### config.mk
export PLATFORM = sky130hd
export DESIGN_NAME = pwm_gen
export DESIGN_NICKNAME = d
export VERILOG_FILES = /design/src/rtl/pwm_gen.sv
export SDC_FILE = /design/constraint.sdc
export NUM_CORES = 1
export LEC_CHECK = 0
export CORE_ASPECT_RATIO = 0.6
export CORE_MARGIN = 2
export CORE_UTILIZATION = 50
export CTS_CLUSTER_SIZE = 12
export DETAILED_ROUTE_END_ITERATION = 16
export GPL_TIMING_DRIVEN = 0
export PLACE_DENSITY_LB_ADDON = 0.25
export SYNTH_ARGS = -nofsm -noshare
export SYNTH_HDL_FRONTEND = slang
export SYNTH_SLANG_ARGS = --single-unit
### constraint.sdc
create_clock -name ck -period 3.4 [get_ports ck]
set_input_delay 0.68 -clock ck [delete_from_list [all_inputs] [get_ports ck]]
set_output_delay 0.68 -clock ck [all_outputs]
set_load 0.1 [all_outputs]
### src/rtl/pwm_gen.sv
// -----------------------------------------------------------------------------
// pwm_gen
//
// Free-running PWM pattern generator. Produces the raw PWM bit (pwm_d) that a
// downstream retiming flip-flop registers on ck to drive the pin. Period and
// duty are loaded through a valid/ready handshake into shadow registers and
// only become active at a period boundary (or while idle), so a running
// pattern never emits a runt or partial pulse because of a reconfiguration.
//
// Parameters:
//   WIDTH       width of the counter, period and duty
//   RST_PERIOD  active period (terminal count) after reset; period length is
//               period+1 cycles
//   RST_DUTY    active duty after reset (high cycles per period)
//
// Ports:
//   ck          in   system clock, all state on the rising edge
//   reset       in   asynchronous, active-high reset
//   en          in   run enable; 0 returns the generator to IDLE
//   cfg_valid   in   a new period/duty pair is offered
//   cfg_period  in   terminal count of the offered configuration
//   cfg_duty    in   high-cycle count of the offered configuration
//   cfg_ready   out  shadow register is free
//   pwm_d       out  raw PWM bit (decode of registers, retimed downstream)
//   cnt         out  current counter value
//   period_end  out  high in the last cycle of each period while running
// -----------------------------------------------------------------------------
module pwm_gen #(
  parameter int unsigned WIDTH      = 8,
  parameter int unsigned RST_PERIOD = 255,
  parameter int unsigned RST_DUTY   = 0
) (
  input  logic             ck,
  input  logic             reset,
  input  logic             en,
  input  logic             cfg_valid,
  input  logic [WIDTH-1:0] cfg_period,
  input  logic [WIDTH-1:0] cfg_duty,
  output logic             cfg_ready,
  output logic             pwm_d,
  output logic [WIDTH-1:0] cnt,
  output logic             period_end
);

  // Configuration handshake (valid/ready):
  //   A configuration is transferred on every rising edge where
  //   cfg_valid & cfg_ready are both high. cfg_ready depends only on the
  //   registered pending flag, never on cfg_valid, so there is no
  //   combinational path from valid to ready. An upstream that sees
  //   cfg_ready low keeps cfg_valid and its data stable until a transfer
  //   edge; offers made while cfg_ready is low are simply not taken.
  //   After a transfer cfg_ready stays low until the shadow values have been
  //   made active, and rises in the cycle after that.

  typedef enum logic {
    ST_IDLE = 1'b0,
    ST_RUN  = 1'b1
  } state_t;

  localparam logic [WIDTH-1:0] RST_PERIOD_W = WIDTH'(RST_PERIOD);
  localparam logic [WIDTH-1:0] RST_DUTY_W   = WIDTH'(RST_DUTY);
  localparam logic [WIDTH-1:0] ONE_W        = WIDTH'(1);

  // ---------------------------------------------------------------------------
  // Registers
  // ---------------------------------------------------------------------------
  state_t           state_q, state_d;
  logic [WIDTH-1:0] cnt_q, cnt_d;
  logic [WIDTH-1:0] period_act_q, period_act_d;
  logic [WIDTH-1:0] duty_act_q, duty_act_d;
  logic [WIDTH-1:0] shadow_period_q, shadow_period_d;
  logic [WIDTH-1:0] shadow_duty_q, shadow_duty_d;
  logic             pending_q, pending_d;

  // ---------------------------------------------------------------------------
  // Shared decodes
  // ---------------------------------------------------------------------------
  logic is_run;
  logic at_terminal;
  logic wrap;
  logic accept;
  logic apply;

  always_comb begin
    is_run      = (state_q == ST_RUN);
    at_terminal = (cnt_q == period_act_q);
    // A wrap edge is the edge that ends the current period while running.
    wrap        = is_run & at_terminal;
    accept      = cfg_valid & ~pending_q;
    // Only a pending flag that was already set before this edge is applied,
    // so a config accepted on a wrap edge waits for the following wrap.
    apply       = pending_q & (~is_run | wrap);
  end

  // ---------------------------------------------------------------------------
  // FSM process 1: state register (plus datapath registers)
  // ---------------------------------------------------------------------------
  always_ff @(posedge ck or posedge reset) begin
    if (reset) begin
      state_q         <= ST_IDLE;
      cnt_q           <= '0;
      period_act_q    <= RST_PERIOD_W;
      duty_act_q      <= RST_DUTY_W;
      shadow_period_q <= '0;
      shadow_duty_q   <= '0;
      pending_q       <= 1'b0;
    end else begin
      state_q         <= state_d;
      cnt_q           <= cnt_d;
      period_act_q    <= period_act_d;
      duty_act_q      <= duty_act_d;
      shadow_period_q <= shadow_period_d;
      shadow_duty_q   <= shadow_duty_d;
      pending_q       <= pending_d;
    end
  end

  // ---------------------------------------------------------------------------
  // FSM process 2: next-state logic
  // ---------------------------------------------------------------------------
  always_comb begin
    state_d = state_q;
    case (state_q)
      ST_IDLE: if (en)  state_d = ST_RUN;
      ST_RUN:  if (!en) state_d = ST_IDLE;
      default: state_d = ST_IDLE;
    endcase
  end

  // ---------------------------------------------------------------------------
  // Datapath next-state: counter, active config, shadow config, pending flag
  // ---------------------------------------------------------------------------
  always_comb begin
    cnt_d           = cnt_q;
    period_act_d    = period_act_q;
    duty_act_d      = duty_act_q;
    shadow_period_d = shadow_period_q;
    shadow_duty_d   = shadow_duty_q;
    pending_d       = pending_q;

    // Counter: held at 0 in IDLE and on the edge that leaves RUN, so the
    // first RUN cycle always starts a fresh period at cnt=0.
    if (is_run && en) begin
      if (at_terminal) begin
        cnt_d = '0;
      end else begin
        cnt_d = cnt_q + ONE_W;
      end
    end else begin
      cnt_d = '0;
    end

    // accept and apply are mutually exclusive: accept needs pending low,
    // apply needs pending high.
    if (apply) begin
      period_act_d = shadow_period_q;
      duty_act_d   = shadow_duty_q;
      pending_d    = 1'b0;
    end

    if (accept) begin
      shadow_period_d = cfg_period;
      shadow_duty_d   = cfg_duty;
      pending_d       = 1'b1;
    end
  end

  // ---------------------------------------------------------------------------
  // FSM process 3: outputs (pure decode of registers)
  // ---------------------------------------------------------------------------
  always_comb begin
    // duty > period gives 100% high, duty = 0 gives constant low; both fall
    // out of the plain unsigned compare.
    pwm_d      = is_run & (cnt_q < duty_act_q);
    period_end = is_run & at_terminal;
    cfg_ready  = ~pending_q;
    cnt        = cnt_q;
  end

endmodule

==> summary.md <==
| Metric | Value |
|---|---|
| Htree depth | 2 |
| Vertical die dimension | 55.5 µm |
| Detailed Route Iter0 Violations | 71 |
| Synth area leaders | dfrtp_1 38%, dfstp_2 9.5%, o211ai_2 9.1% |
| CTS buffer count | 5 |
| Ys async rst share | 100% |
| Final hold violations | 0 |
| # hold bufs at CTS | 0 |
| Worst skew pair latency | 300 ps |
| Drt total wl | 4.58 mm |
| Mapped Nets | 223 |
| Setup crit end kind | primary output |
| Post-route antenna net violation count | 0 |
| WP data arrival | 2590 ps |
| Unrepaired setup endpoints after global routing | no |
| Wire per inst | 15.6 µm |
| Tightest Hold Check Type | register to register |
| Post-synth top area share | 38.5% |
| Crit path cell chain | ha_1 > or3_1 > a211oi_1 > o21a_1 > clkdlybuf4s15_1 |
| Largest net degree at the start of global routing | 43 |
| Mean Syn Cell Area | 11.3 µm² |
| Area grow syn2layout | 21.0% |
| Chip width | 89.8 µm |
| Period utilisation layout | 96.1% |
| Mapped Area | 0.00221 mm² |
| First-pass GRT wire length | 7.67 mm |
| Tot Pwr | 1.60 mW |
| Crit path time final | 3270 ps |
| Grt met1 use | 28.5% |
| Total gr overflow | 0 |
| Crit path launch type | register |
| Routability congestion estimate | 0.825 |
| Drt drc | 0 |
| Initial antenna violation count | 0 |
| Vias per inst | 5.43 |
| Setup CP Type | register to primary output |
| Critical path's largest stage delay | 820 ps |
| Share of cells above drive strength 1 | 24.0% |
| Postcts setup bufs | 0 |
| Antenna Cells | 0 |
| Final non-filler cell total | 293 |
| PwrDens | 598 mW/mm² |
| Synth Register Bits | 42 |
| Initial core utilization | 53.1% |
| Mapped Cells | 195 |
| Total die area | 0.00499 mm² |
| Root Driver | clkbuf_8 |
| Leak | 1.20 nW |
| Reg clk slew, reported paths | 70 ps |
| GR Util met2 | 28.6% |
| Max-cap viol count | 0 |
| Internal reg-to-reg setup slack | 1530 ps |
| GRT Overall Usage | 19.6% |
| Max Clk Rate | 0.306 GHz |
| Routed vias | 1,592 |
| Peak supply drop | 0.000271 V |
| Port buffer count | 30 |
| Top FF cell, synth | dfrtp_1 |
| Fin util | 64.2% |
| Clk buf depth | 2 |
| Yosys cell types | 30 |
| Sequential area share after synthesis | 48.0% |
| WP data required | 2720 ps |
| Initial DRT Pass Iterations | 4 |
| CP Max Fanout | 6 |
| Slew Limit Headroom | 34.9% |
| EDFF count, synth | 0 |
| Final Setup Violations | 0 |
| DP HPWL | 3.30 mm |
| Vias in the first global route | 1,601 |
| Met3 Use GR | 4.64% |
| Critical path's slowest cell | clkdlybuf4s15_1 |
| Fin nets | 260 |
| Most Crowded Layer GR | met2 |
| I/O pin cnt | 31 |
| Setup TNS | 0 ps |
| Skew final | 10.9 ps |
| Row cnt | 18 |
| Num Clock Sinks | 42 |
| Core area | 0.00417 mm² |
| Cells after DPL | 285 |
| Yosys warnings | 0 |
| Pin slew with the least headroom to its limit | 974 ps |
| Status | complete, no violations |
| CTS tree | yes |
| Yosys top cell by area | dfrtp_1 |
| Slew Viols, Final | 0 |
-- kinds of logic (layout without fill, tap and decap cells) --
| family | after synthesis | after routing | synth area share (%) |
|---|---|---|---|
| fa+ha+maj | 8 | 8 | 4.53 |
| mux | 16 | 16 | 8.15 |
| flops | 42 | 42 | 48.0 |
| compound gates | 40 | 40 | 17.2 |
| simple gates | 54 | 54 | 12.2 |
| buf+inv | 21 | 59 | 4.41 |
| xor+xnor | 14 | 14 | 5.55 |
-- what timing repair did --
item / CTS / global route
gates resized for setup: 3 / 3
endpoints found under the setup margin: 2 / 3
hold endpoints to repair: 0 / 0
-- layer usage --
metal	routed length (µm)	part of all wire, %
met1	2360	51
met2	1910	42
met3	239	5.2
met4	68	1.5
met5	0	0
-- critical path: cells and delay by family, from the launching register on --
family / cells / cell delay, ps
DFF: 1 / 460
buffers and inverters: 1 / 820
adders and majority gates: 1 / 230
AOI/OAI and AO/OA: 2 / 380
and+or+nand+nor: 1 / 390
-- placed cells by master (no fill, tap or decap), drive strengths merged, types with 2 or more instances in the layout --
cell type      netlist  layout
o21a                 2       2
o211ai              32      32
dfrtp               34      34
nand2               33      33
a211oi               2       2
clkbuf               6      15
mux2                16      16
inv                  9       9
ha                   8       8
a21o                 2       2
buf                  5       5
clkdlybuf4s50        0      27
nand4                3       3
dfstp                8       8
xnor2               13      13
nand3                2       2
and3b                2       2
nand2b               2       2
and3                 8       8
-- registers in the layout, indices dropped and copies added (netlist names) --
register,cells
period_act_q,8
shadow_duty_q,8
pending_q,1
shadow_period_q,8
cnt,8
is_run,1
duty_act_q,8
-- power breakdown --
part,internal [mW],total (mW),switching (mW)
Clock,0.146,0.313,0.167
Sequential,0.670,0.781,0.111
Combinational,0.233,0.506,0.273
-- metrics by stage --
step	area (µm²)	hold slack (ps)	setup slack [ps]
after floorplan	2220	480	216
after global placement	2600	492	54.0
after detailed placement	2600	496	36.3
after CTS	2680	512	0.653
after global routing	2680	528	13.2
final	2680	507	133
-- final cells by class --
type	count	area (µm²)
multi-input combinational	132	1060
sequential	42	1060
fill	346	1490
timing repair buffer	30	298
tap	60	75.1
clock buffer	8	80.1
inverter	10	37.5
buffer	11	60.1
-- final timing paths --
check | startpoint | endpoint | depth (start not counted)
max | cnt[3]$_DFF_PP0_ | pwm_d | 5
min | shadow_duty_q[6]$_DFFE_PP0P_ | shadow_duty_q[6]$_DFFE_PP0P_ | 1
max reg2reg | cnt[2]$_DFF_PP0_ | duty_act_q[7]$_DFFE_PP0P_ | 5
min reg2reg | shadow_duty_q[6]$_DFFE_PP0P_ | shadow_duty_q[6]$_DFFE_PP0P_ | 1
max in group asynchronous | reset | cnt[6]$_DFF_PP0_ | 2
min in group asynchronous | reset | pending_q$_DFFE_PP0P_ | 2
-- cells in the mapped netlist, types with 3 or more instances --
cell and instances:
and3_1 8, buf_2 3, clkbuf_1 6, dfrtp_1 34
dfstp_2 8, ha_1 8, inv_1 9, mux2_2 16
nand2_1 33, o211ai_1 16, o211ai_2 16, xnor2_1 13
Power figures use the tool's default switching activity.
